--- src/rtl/cell_packet_forwarder.sv ---
// Queues accepted cell/BPM packets (hop decremented, hop-0 and overflow dropped) and re-emits them as
// rate-limited one-cycle strobes; 2-cycle latency into an empty FIFO, strobes at least GAP cycles apart.
module cell_packet_forwarder #(
   parameter int FIFO_AW = 2,
   parameter int GAP     = 4
) (
   input  logic               clk,
   input  logic               rst,
   input  logic               in_valid,
   input  logic [1:0]         in_src,
   input  logic [31:0]        in_header,
   input  logic [31:0]        in_datax,
   input  logic [31:0]        in_datay,
   input  logic [31:0]        in_datas,
   input  logic               enable,
   input  logic               clear_counts,
   output logic               out_strobe,
   output logic [1:0]         out_sel,
   output logic [31:0]        out_header,
   output logic [31:0]        out_datax,
   output logic [31:0]        out_datay,
   output logic [31:0]        out_datas,
   output logic [FIFO_AW:0]   fifo_level,
   output logic [15:0]        drop_ttl_count,
   output logic [15:0]        drop_full_count
);

   localparam int DEPTH = 2 ** FIFO_AW;
   localparam int EW    = 2 + 4 * 32;
   localparam logic [3:0]         GAP_LOAD = 4'(GAP - 1);
   localparam logic [FIFO_AW-1:0] PTR_ONE  = FIFO_AW'(1);
   localparam logic [FIFO_AW:0]   LVL_ONE  = (FIFO_AW + 1)'(1);

   logic [EW-1:0]      mem_q [DEPTH];
   logic [FIFO_AW-1:0] wr_ptr_q, wr_ptr_d;
   logic [FIFO_AW-1:0] rd_ptr_q, rd_ptr_d;
   logic [FIFO_AW:0]   level_q, level_d;
   logic [3:0]         gap_q, gap_d;
   logic [15:0]        ttl_q, ttl_d;
   logic [15:0]        full_q, full_d;
   logic               strobe_q, strobe_d;
   logic [1:0]         sel_q, sel_d;
   logic [31:0]        hdr_q, hdr_d;
   logic [31:0]        dx_q, dx_d;
   logic [31:0]        dy_q, dy_d;
   logic [31:0]        ds_q, ds_d;

   logic [7:0]    hop;
   logic          accept;
   logic          is_full;
   logic          push;
   logic          pop;
   logic          ttl_drop;
   logic          full_drop;
   logic [EW-1:0] wr_entry;
   logic [EW-1:0] rd_entry;

   assign hop       = in_header[7:0];
   assign accept    = in_valid & enable;
   // level can never exceed DEPTH, so its MSB alone marks a full FIFO
   assign is_full   = level_q[FIFO_AW];
   assign ttl_drop  = accept && (hop == 8'd0);
   assign full_drop = accept && (hop != 8'd0) && is_full;
   assign push      = accept && (hop != 8'd0) && !is_full;
   assign pop       = (level_q != '0) && (gap_q == 4'd0);
   assign wr_entry  = {in_src, in_header[31:8], hop - 8'd1, in_datax, in_datay, in_datas};
   assign rd_entry  = mem_q[rd_ptr_q];

   always_comb begin
      wr_ptr_d = push ? wr_ptr_q + PTR_ONE : wr_ptr_q;
      rd_ptr_d = pop  ? rd_ptr_q + PTR_ONE : rd_ptr_q;

      level_d = level_q;
      if (push && !pop) begin
         level_d = level_q + LVL_ONE;
      end else if (!push && pop) begin
         level_d = level_q - LVL_ONE;
      end

      gap_d = gap_q;
      if (pop) begin
         gap_d = GAP_LOAD;
      end else if (gap_q != 4'd0) begin
         gap_d = gap_q - 4'd1;
      end

      ttl_d  = ttl_q;
      full_d = full_q;
      if (clear_counts) begin
         ttl_d  = 16'd0;
         full_d = 16'd0;
      end else begin
         if (ttl_drop && (ttl_q != 16'hFFFF)) begin
            ttl_d = ttl_q + 16'd1;
         end
         if (full_drop && (full_q != 16'hFFFF)) begin
            full_d = full_q + 16'd1;
         end
      end

      // output words only change on a pop so they stay stable between strobes
      strobe_d = pop;
      sel_d    = sel_q;
      hdr_d    = hdr_q;
      dx_d     = dx_q;
      dy_d     = dy_q;
      ds_d     = ds_q;
      if (pop) begin
         sel_d = rd_entry[129:128];
         hdr_d = rd_entry[127:96];
         dx_d  = rd_entry[95:64];
         dy_d  = rd_entry[63:32];
         ds_d  = rd_entry[31:0];
      end
   end

   always_ff @(posedge clk) begin
      if (push) begin
         mem_q[wr_ptr_q] <= wr_entry;
      end
   end

   always_ff @(posedge clk or posedge rst) begin
      if (rst) begin
         wr_ptr_q <= '0;
         rd_ptr_q <= '0;
         level_q  <= '0;
         gap_q    <= 4'd0;
         ttl_q    <= 16'd0;
         full_q   <= 16'd0;
         strobe_q <= 1'b0;
         sel_q    <= 2'd0;
         hdr_q    <= 32'd0;
         dx_q     <= 32'd0;
         dy_q     <= 32'd0;
         ds_q     <= 32'd0;
      end else begin
         wr_ptr_q <= wr_ptr_d;
         rd_ptr_q <= rd_ptr_d;
         level_q  <= level_d;
         gap_q    <= gap_d;
         ttl_q    <= ttl_d;
         full_q   <= full_d;
         strobe_q <= strobe_d;
         sel_q    <= sel_d;
         hdr_q    <= hdr_d;
         dx_q     <= dx_d;
         dy_q     <= dy_d;
         ds_q     <= ds_d;
      end
   end

   assign out_strobe      = strobe_q;
   assign out_sel         = sel_q;
   assign out_header      = hdr_q;
   assign out_datax       = dx_q;
   assign out_datay       = dy_q;
   assign out_datas       = ds_q;
   assign fifo_level      = level_q;
   assign drop_ttl_count  = ttl_q;
   assign drop_full_count = full_q;

endmodule

--- config.mk ---
export PLATFORM = sky130hd
export DESIGN_NAME = cell_packet_forwarder
export DESIGN_NICKNAME = d
export VERILOG_FILES = /design/src/rtl/cell_packet_forwarder.sv
export SDC_FILE = /design/constraint.sdc
export NUM_CORES = 1
export LEC_CHECK = 0
export BUFFER_PORTS_ARGS = -buffer_cell sky130_fd_sc_hd__clkbuf_2
export CAP_MARGIN = 20
export CORE_MARGIN = 1.5
export CORE_UTILIZATION = 52
export DETAILED_ROUTE_END_ITERATION = 12
export GPL_TIMING_DRIVEN = 0
export PLACE_DENSITY_LB_ADDON = 0.2
export SYNTH_ARGS = -nofsm -noshare
export SYNTH_HDL_FRONTEND = slang
export SYNTH_SLANG_ARGS = --single-unit
--- constraint.sdc ---
create_clock -name clk -period 6 [get_ports clk]
set_clock_uncertainty 0.15 [all_clocks]
set_input_delay 1.2 -clock clk [delete_from_list [all_inputs] [get_ports clk]]
set_output_delay 1.2 -clock clk [all_outputs]
set_load 0.02 [all_outputs]
# Word-level counts from Yosys, hierarchy flattened
# Memory sizes are Yosys's and may differ from the RTL's. A register that Yosys moved wholly into a read port is not among the register bits.
# Cells that the tools add are included.
# Widths: inputs -> output; s select.
dict set report word_totals {
  register_bits 44
  latchBits 0
  ram_bits 520
  mem_bits_ro 0
  input_bits 135
  output_inout_bits 166
  word_cells 50
  memories 1
}
# name words word_bits read_ports rd_ports_with_merged_regs wr line_no
set mem_list {}
lappend mem_list {mem_q 4 130 1 1 1 34} ;# logic [EW-1:0] mem_q [DEPTH];
dict set report op_classes {
  n_addsub 8
  multipliers 0
  div_mod_pow 0
  magnitude_cmp 0
  eq_ne 2
  shift 0
  muxes 10
  n_bitwise 1
  n_reduce_logical 21
}
# op count
set ops {}
lappend ops {{$mux 16} 4}
lappend ops {{$add 16x1->16 const B} 2}
lappend ops {{$ne 16x16->1 const B} 2}
lappend ops {{$logic_and 1x1->1} 9}
lappend ops {{$logic_not 8->1} 1}
lappend ops {{$mux 4} 2}
lappend ops {{$reduce_bool 2->1} 4}
lappend ops {{$reduce_bool 8->1} 1}
lappend ops {{$sub 8x1->8 const B} 1}
lappend ops {{$mux 3} 2}
lappend ops {{$add 2x1->2 const B} 2}
lappend ops {{$logic_not 4->1} 1}
lappend ops {{$reduce_bool 4->1} 1}
lappend ops {{$sub 4x1->4 const B} 1}
lappend ops {{$add 3x1->3 const B} 1}
lappend ops {{$logic_not 1->1} 3}
lappend ops {{$reduce_bool 3->1} 1}
lappend ops {{$sub 3x1->3 const B} 1}
lappend ops {{$mux 1} 2}
lappend ops {{$and 1x1->1} 1}

# Logic depth before layout (Yosys ltp)
# Gate-level depths: netlist (run 1).
dict set report logic_depth {
  depth_word 7
  ltp_mapped 12
  mapped_depth_nobuf 11
}

# Worst setup path after synthesis (run 1)
# No wires, ideal clock.
dict set report synth_path {
  path_kind {in2reg}
  startpoint {in in_header[0]}
  endpoint {mem mem_q[2][0] (netlist name) (enable)}
  setup_time_ns 0.505
  arrival_ns 5.258
  required_time_ns 5.345
  slack_ns 0.088
  stages 5
  n_path_buf 0
  path_cell_list {inv_1 ha_1 nor4b_1 a211oi_1 and2_1}
}
dict set report synth_between {
  elab_chain_len 5
}
# item line_no
set synth_rtl {}
lappend synth_rtl {{from (decl)} 11} ;# input logic [31:0] in_header,
lappend synth_rtl {{$reduce_bool 8->1} 64} ;# assign push = accept && (hop != 8'd0) && !is_full;
lappend synth_rtl {{$logic_and 1x1->1 (2 in a row)} 64}
lappend synth_rtl {{named net push} 51} ;# logic push;
lappend synth_rtl {{$mux 1} 118} ;# if (push) begin
lappend synth_rtl {{$mux 1 (not written as such)} 119} ;# mem_q[wr_ptr_q] <= wr_entry;
lappend synth_rtl {{to (decl)} 34}
# The timed path passes the listed nets, and every way through them passes these cells.

# Worst setup path in the final report (run 1)
dict set report layout_path {
  startpoint {reg gap_q[0]}
  endpoint {reg level_q[1], in the netlist fifo_level[1]}
}
dict set report layout_between {
  elab_chain_len 5
  elab_cells_between_ends 7
  classes_between {1 x mux; 6 x reduce/logical}
}
# item line_no
set layout_rtl {}
lappend layout_rtl {{from (decl)} 38} ;# logic [3:0] gap_q, gap_d;
lappend layout_rtl {{from (signal assigned)} 141} ;# gap_q <= gap_d;
lappend layout_rtl {{$logic_not 4->1} 65} ;# assign pop = (level_q != '0) && (gap_q == 4'd0);
lappend layout_rtl {{$logic_and 1x1->1} 65}
lappend layout_rtl {{named net pop} 52} ;# logic pop;
lappend layout_rtl {{$logic_not 1->1} 74} ;# if (push && !pop) begin
lappend layout_rtl {{$logic_and 1x1->1} 74}
lappend layout_rtl {{$mux 3} 74}
lappend layout_rtl {{named net level_d[1]} 37} ;# logic [FIFO_AW:0] level_q, level_d;
lappend layout_rtl {{to (signal assigned)} 140} ;# level_q <= level_d;
lappend layout_rtl {{to (decl)} 37}
# The timed path passes the listed nets, and every way through them passes these cells.
# A chain may end at the register's enable or synchronous reset.

==> results.json, run 1 <==
{
  "totalNegativeSetupSlack_ns": 0,
  "worst_pin_slew_ns": 1.067,
  "power_density_nw_per_um2": 465.5,
  "wire_per_inst_um": 22.07,
  "die_x_um": 226.3,
  "hold_depth": 1,
  "dp_hpwl_mm": 32.63,
  "layout_commonest_cell": "edfxtp_1",
  "hold_viol": 0,
  "rsz0062_at_grt": "false",
  "drv_slew": 0,
  "num-nets-final": 1750,
  "syn_area_per_cell_sq_um": 21.29,
  "drc": 0,
  "yosysUniqueCellTypes": 43,
  "cts_root_buf": "clkbuf_16",
  "place_ws_ns": 1.468,
  "synth_edf_count": 520,
  "cts.sinks": 694,
  "grt-ovfl-total": 0,
  "final.min_clock_period_ns": 3.814,
  "r2r_end": "fifo_level[1]",
  "routed-wl-met2_mm": 26.09,
  "synthCells": 1218,
  "path_common_cell": "inv_1",
  "cts-resized-gates": 0,
  "die_height_um": 226.3,
  "status": "finished clean",
  "cts_tree": "built",
  "p_total_mw": 14.43,
  "numPortBuffers": 299,
  "path_class": "flop to flop",
  "yosysSeqAreaShare_pct": 76.99,
  "grt_start_max_net_pins": 57,
  "antenna_found_initial": 10,
  "grt_pass1_wl_mm": 78.59,
  "clockBufferDepth": 3,
  "place.gp.congestion": 0.8603,
  "clk-insertion-delay-late_ns": 0.60,
  "hp-start": "gap_q[2]",
  "critPathMaxFanout": 10,
  "dr.max_layer_used": "met5",
  "cts_setup_buffers": 0,
  "async_flop_share_pct": 25.07,
  "wl_met1_mm": 19.96,
  "fmax_mhz": 262.2,
  "cts_hold_buf": 0,
  "firstDrtPassIters": 4,
  "fin_crit_sh_pct": 63.56,
  "ys_ff_latch": 694,
  "met3_wirelength_mm": 3.906,
  "track_usage_pct": 20.86,
  "ios": 301,
  "synthToLayoutAreaGrowth_pct": 19.50,
  "peakVddDrop_mv": 0.2923,
  "drv_cap": 0,
  "synth_area_sq_um": 25940,
  "wirelength_mm": 51.45,
  "cp-end-kind": "flop",
  "cp_data_required_time_ns": 6.33,
  "hold_path_end": "gap_q[2]",
  "layout_setup_ws_ns": 2.186,
  "worst_hold_path_type": "flop to flop",
  "drt_iter0_drc": 798,
  "h-tree-depth": 3,
  "antenna_left": 0,
  "cp-start-kind": "flop",
  "p_leak_nw": 11.14,
  "reg2reg_slack_ns": 2.19,
  "relSlewSlack_pct": 28.33,
  "start_util_pct": 52.87,
  "ys_dominant_reg_cell": "edfxtp_1",
  "core_sq_um": 49050,
  "fin_util_pct": 63.18,
  "holdWs_ns": 0.3365,
  "crit_family": "simple AND/OR/NAND/NOR gates",
  "postSynthNetCount": 1363,
  "most-common-layout-cells": "520 x edfxtp_1, 299 x clkbuf_2, 174 x dfrtp_1",
  "slowest_stage": "nor2_1",
  "vias_per_cell": 5.459,
  "setup_viol": 0,
  "max_stage_delay_ns": 0.72,
  "rows": 81,
  "yosys_warnings": 0,
  "r2r-start": "gap_q[0]",
  "drive_gt1_share_pct": 42.07,
  "cts_buffers": 71,
  "clk_pin_slew_worst_paths_ns": 0.05,
  "crit_path_cell_trace": "inv_1, ha_1, or3b_2, nor2_1, clkbuf_1, inv_1, ha_1, inv_1, fa_1, mux2_2",
  "num_vias": 12725,
  "r2r_cells": 10,
  "grt_pass1_vias": 13615,
  "dieArea_sq_um": 51230,
  "path_buf_inv": 4,
  "worstPathArrival_ns": 4.14
}
==> synth_stat cells (9+ instances only) <==
library cell  instances  share of area, %
edfxtp_1            520                60
dfrtp_1             174                17
mux2_2              133               5.8
mux4_2              130                11
nor2_1               36              0.52
clkbuf_1             29              0.42
xnor2_1              24              0.81
nand2_1              20              0.29
buf_1                15              0.22
inv_1                14              0.20
nand3_1              12              0.23
a21oi_1              10              0.19
ha_1                  9              0.43
==> worst reg2reg max path: cells and delay by family, from the launching register on <==
family / cells / cell delay, ns
adders and majority gates: 3 / 0.83
buffers and inverters: 4 / 0.80
DFF: 1 / 0.41
muxes: 1 / 0.27
and+or+nand+nor: 2 / 1.23
==> layout make-up <==
type                    count  area (sq um)
clock inverters            31         336.6
repair buffers            314          1834
well taps                 664         830.8
flip-flops and latches    694         19970
plain buffers              52         205.2
inverters                  14         56.30
multi-input cells         458          5719
diodes                      3         7.507
fillers                  3533         18060
clock buffers             101          2034
==> metrics by stage <==
| step | std cells | area, sq um |
|---|---|---|
| 2_1_floorplan | 1218 | 25940 |
| 3_3_place_gp | 2181 | 28270 |
| 3_5_place_dp | 2195 | 28610 |
| 4_1_cts | 2327 | 30980 |
| 5_1_grt | 2328 | 30990 |
| 6_report | 2331 | 30990 |
==> sequential cells by signal, indices dropped and copies added (netlist names) <==
signal / cells
mem_q: 520
out_datas: 32
out_datax: 32
out_datay: 32
out_header: 32
drop_full_count: 16
drop_ttl_count: 16
gap_q: 4
fifo_level: 3
out_sel: 2
rd_ptr_q: 2
wr_ptr_q: 2
out_strobe: 1
==> metal layers <==
| layer | up-vias | global-route usage (%) |
|---|---|---|
| met5 | - | 0 |
| met4 | 14 | 6.839 |
| met3 | 97 | 7.503 |
| met2 | 297 | 35.03 |
| met1 | 6625 | 25.17 |
| li1 | 5692 | - |
==> cells by family after synthesis <==
logic type	Yosys count	share of synthesized area (%)
buffers and inverters	66	0.9937
AOI/OAI and AO/OA	40	1.090
and+or+nand+nor	111	2.185
adders and majority gates	10	0.5114
muxes	266	17.18
xor gates and xnor gates	31	1.047
DFF	694	76.99
==> where the power goes <==
part | switching [mW] | internal (mW)
Clock | 1.74 | 2.67
Sequential | 0.327 | 5.93
Combinational | 2.07 | 1.70
Total | 4.13 | 10.3
==> worst max-delay path by stage <==
stage / startpoint / to / slack [ns] / cells past startpoint
final: gap_q[0] / fifo_level[1] / 2.19 / 10
after global placement: in_header[0] / mem_q[0][39] / -3.13 / 6
after global routing: gap_q[0] / fifo_level[1] / 1.91 / 10
after floorplan: in_header[0] / mem_q[2][0] / 0.09 / 5
after detailed placement: in_header[0] / mem_q[1][125] / 1.47 / 8
after CTS: gap_q[0] / fifo_level[1] / 2.05 / 10
Power figures use the tool's default switching activity.
==> run 2: changes to the inputs <==
--- a/config.mk
+++ b/config.mk
@@ -5,10 +5,11 @@
 export SDC_FILE = /design/constraint.sdc
 export NUM_CORES = 1
 export LEC_CHECK = 0
+export ABC_AREA = 1
 export BUFFER_PORTS_ARGS = -buffer_cell sky130_fd_sc_hd__clkbuf_2
 export CAP_MARGIN = 20
 export CORE_MARGIN = 1.5
-export CORE_UTILIZATION = 52
+export CORE_UTILIZATION = 53
 export DETAILED_ROUTE_END_ITERATION = 12
 export GPL_TIMING_DRIVEN = 0
 export PLACE_DENSITY_LB_ADDON = 0.2
==> constraint.sdc (replaced) <==
create_clock -name clk -period 3.5 [get_ports clk]
set_clock_uncertainty 0.15 [all_clocks]
set_input_delay 0.7 -clock clk [delete_from_list [all_inputs] [get_ports clk]]
set_output_delay 0.7 -clock clk [all_outputs]
set_load 0.02 [all_outputs]
==> results.json, run 2 <==
{
  "status": "finished clean",
  "synth_area_leader_cell": "edfxtp_1",
  "p_int_mw": 17.14,
  "synth_area_sq_um": 26960,
  "ys_ff_latch": 694,
  "wirelength_mm": 69.44,
  "synth_area_leaders": "edfxtp_1 58%, dfrtp_1 16%, nor2_1 9.5%",
  "cp-end-kind": "flop",
  "grt_start_max_net_pins": 35,
  "ios": 301,
  "syn_area_per_cell_sq_um": 12.33,
  "layout_commonest_cell": "nor2_1",
  "cp-start-kind": "input port",
  "clk-insertion-delay-late_ns": 0.61,
  "largest_reg_flops": 520,
  "start_util_pct": 53.74,
  "yosysSeqAreaShare_pct": 74.07,
  "worst_pin_slew_ns": 0.6440,
  "grt_pass1_vias": 18365,
  "worst_hold_path_type": "input port to flop",
  "fin_util_pct": 64.24,
  "rsz0062_at_grt": "false",
  "dp_hpwl_mm": 45.34,
  "cts_buffers": 71,
  "drv_cap": 0,
  "largest_register": "mem_q",
  "dieArea_sq_um": 52230,
  "drt_iter0_drc": 1557,
  "rows": 82,
  "peakVddDrop_mv": 0.5760,
  "hold_viol": 0,
  "clkPwrFrac_pct": 27.3,
  "die_height_um": 228.5,
  "ys_top_cells_by_count": "680 x nor2_1, 520 x edfxtp_1, 174 x dfrtp_1",
  "critPathMaxFanout": 26,
  "setup_viol": 0,
  "antenna_found_initial": 7,
  "fin_crit_sh_pct": 82.88,
  "clockBufferDepth": 3,
  "power.switching_mw": 9.798,
  "clk_pin_slew_worst_paths_ns": 0.06,
  "h-tree-depth": 3,
  "grt-ovfl-total": 0,
  "track_usage_pct": 26.68,
  "synth_edf_count": 520,
  "synthCells": 2187,
  "place_ws_ns": -0.04059,
  "final.min_clock_period_ns": 2.901,
  "combPwrFrac_pct": 32.3,
  "firstDrtPassIters": 9,
  "cp_data_required_time_ns": 3.64,
  "antenna_left": 0,
  "cts_root_buf": "clkbuf_16",
  "async_flop_share_pct": 25.07,
  "drc": 0,
  "holdWs_ns": 0.1535,
  "num-nets-final": 2734,
  "fmax_mhz": 344.7,
  "seqPwrFrac_pct": 40.4,
  "worstPathArrival_ns": 3.04,
  "postSynthNetCount": 2332,
  "cts.sinks": 694,
  "vias_per_cell": 5.536,
  "p_leak_nw": 12.25,
  "die_x_um": 228.5,
  "relSlewSlack_pct": 57.06,
  "ys_dominant_reg_cell": "edfxtp_1",
  "layout_setup_ws_ns": 0.5993,
  "place.gp.congestion": 0.9090,
  "synth_top_cell_area_share_pct": 57.92,
  "yosysUniqueCellTypes": 38,
  "cts_tree": "built",
  "drv_slew": 0,
  "most-common-layout-cells": "676 x nor2_1, 520 x edfxtp_1, 303 x clkbuf_2",
  "drive_gt1_share_pct": 21.50,
  "synthToLayoutAreaGrowth_pct": 19.53,
  "wire_per_inst_um": 20.89,
  "yosys_warnings": 0,
  "core_sq_um": 50170,
  "grt_pass1_wl_mm": 105.9,
  "path_class": "input port to flop",
  "num_vias": 18403,
  "synth.most_common_cell": "nor2_1",
  "switching_share_pct": 36.37,
  "power_density_nw_per_um2": 836.0,
  "numPortBuffers": 300
}
run 2: stage by stage:
| step | cell area [sq um] | instances | TNS (ns) | power [mW] |
|---|---|---|---|---|
| 4_1_cts | 32210 | 3319 | 0 | 27.06 |
| 6_report | 32230 | 3324 | 0 | 26.94 |
| 3_3_place_gp | 29340 | 3159 | -2389.05 | 19.43 |
| 5_1_grt | 32220 | 3322 | 0 | 28.32 |
| 2_1_floorplan | 27000 | 2187 | -724.39 | 16.38 |
| 3_5_place_dp | 29950 | 3187 | -0.8510 | 19.74 |
run 2: worst paths after layout:
check                              start             end  slack, ns  cells after the start
max                         in_header[0]    mem_q[1][32]       0.60                     12
min                         in_datas[30]    mem_q[1][30]       0.15                      1
max reg2reg                fifo_level[2]    mem_q[1][32]       0.75                      7
min reg2reg                     gap_q[0]        gap_q[0]       0.36                      1
max in group asynchronous            rst  out_header[30]       1.71                      6
min in group asynchronous            rst    out_datax[3]       0.53                      3
run 2: per-layer routing:
metal	up-vias	track usage [%]	share of wire (%)	wire length, um
met5	-	0	0.069	48
met4	6	9.561	2.7	1855
met3	109	6.000	8.2	5706
met2	751	44.55	49	34170
met1	9061	34.44	40	27660
li1	8476	-	-	-
run 2: cells by family after synthesis:
group / after synthesis / share of synthesized area [%]
simple gates: 884 / 13.28
xor+xnor: 33 / 1.072
flops: 694 / 74.07
mux: 1 / 0.04176
buf+inv: 169 / 3.086
fa+ha+maj: 10 / 0.4919
compound gates: 396 / 7.964
run 2: power groups by stage:
stage | Sequential, mW | Clock, mW | Combinational (mW)
after global routing | 11.0 | 7.79 | 9.51
after detailed placement | 11.0 | 0 | 8.70
after CTS | 10.9 | 7.44 | 8.73
after floorplan | 11.9 | 0 | 4.48
final | 10.9 | 7.35 | 8.71
after global placement | 11.1 | 0 | 8.32
run 2: final cells by class:
cell class / count / area (sq um)
Antenna cell: 5 / 12.51
Buffer: 122 / 651.9
Clock buffer: 96 / 1983
Clock inverter: 35 / 269.0
Fill cell: 3775 / 17940
Inverter: 47 / 183.9
Multi-Input combinational cell: 1324 / 6207
Sequential cell: 694 / 19970
Tap cell: 672 / 840.8
Timing Repair Buffer: 329 / 2110
run 2: worst max-delay path: stages:
cell and delay [ns]:
clkbuf_2 0.10, inv_1 0.12, ha_2 0.22, nand2_1 0.08, nor2_2 0.06, nand2_2 0.09, nand3_4 0.15, nor2_4 0.52
buf_12 0.28, buf_12 0.22, buf_12 0.23, buf_12 0.23
run 2: timing repair:
item / 4_1_cts / 5_1_grt
gates resized for setup: 0 / 0
hold endpoints to repair: 15 / 0
buffers inserted: 0 / 0
hold buffers: 1 / 0
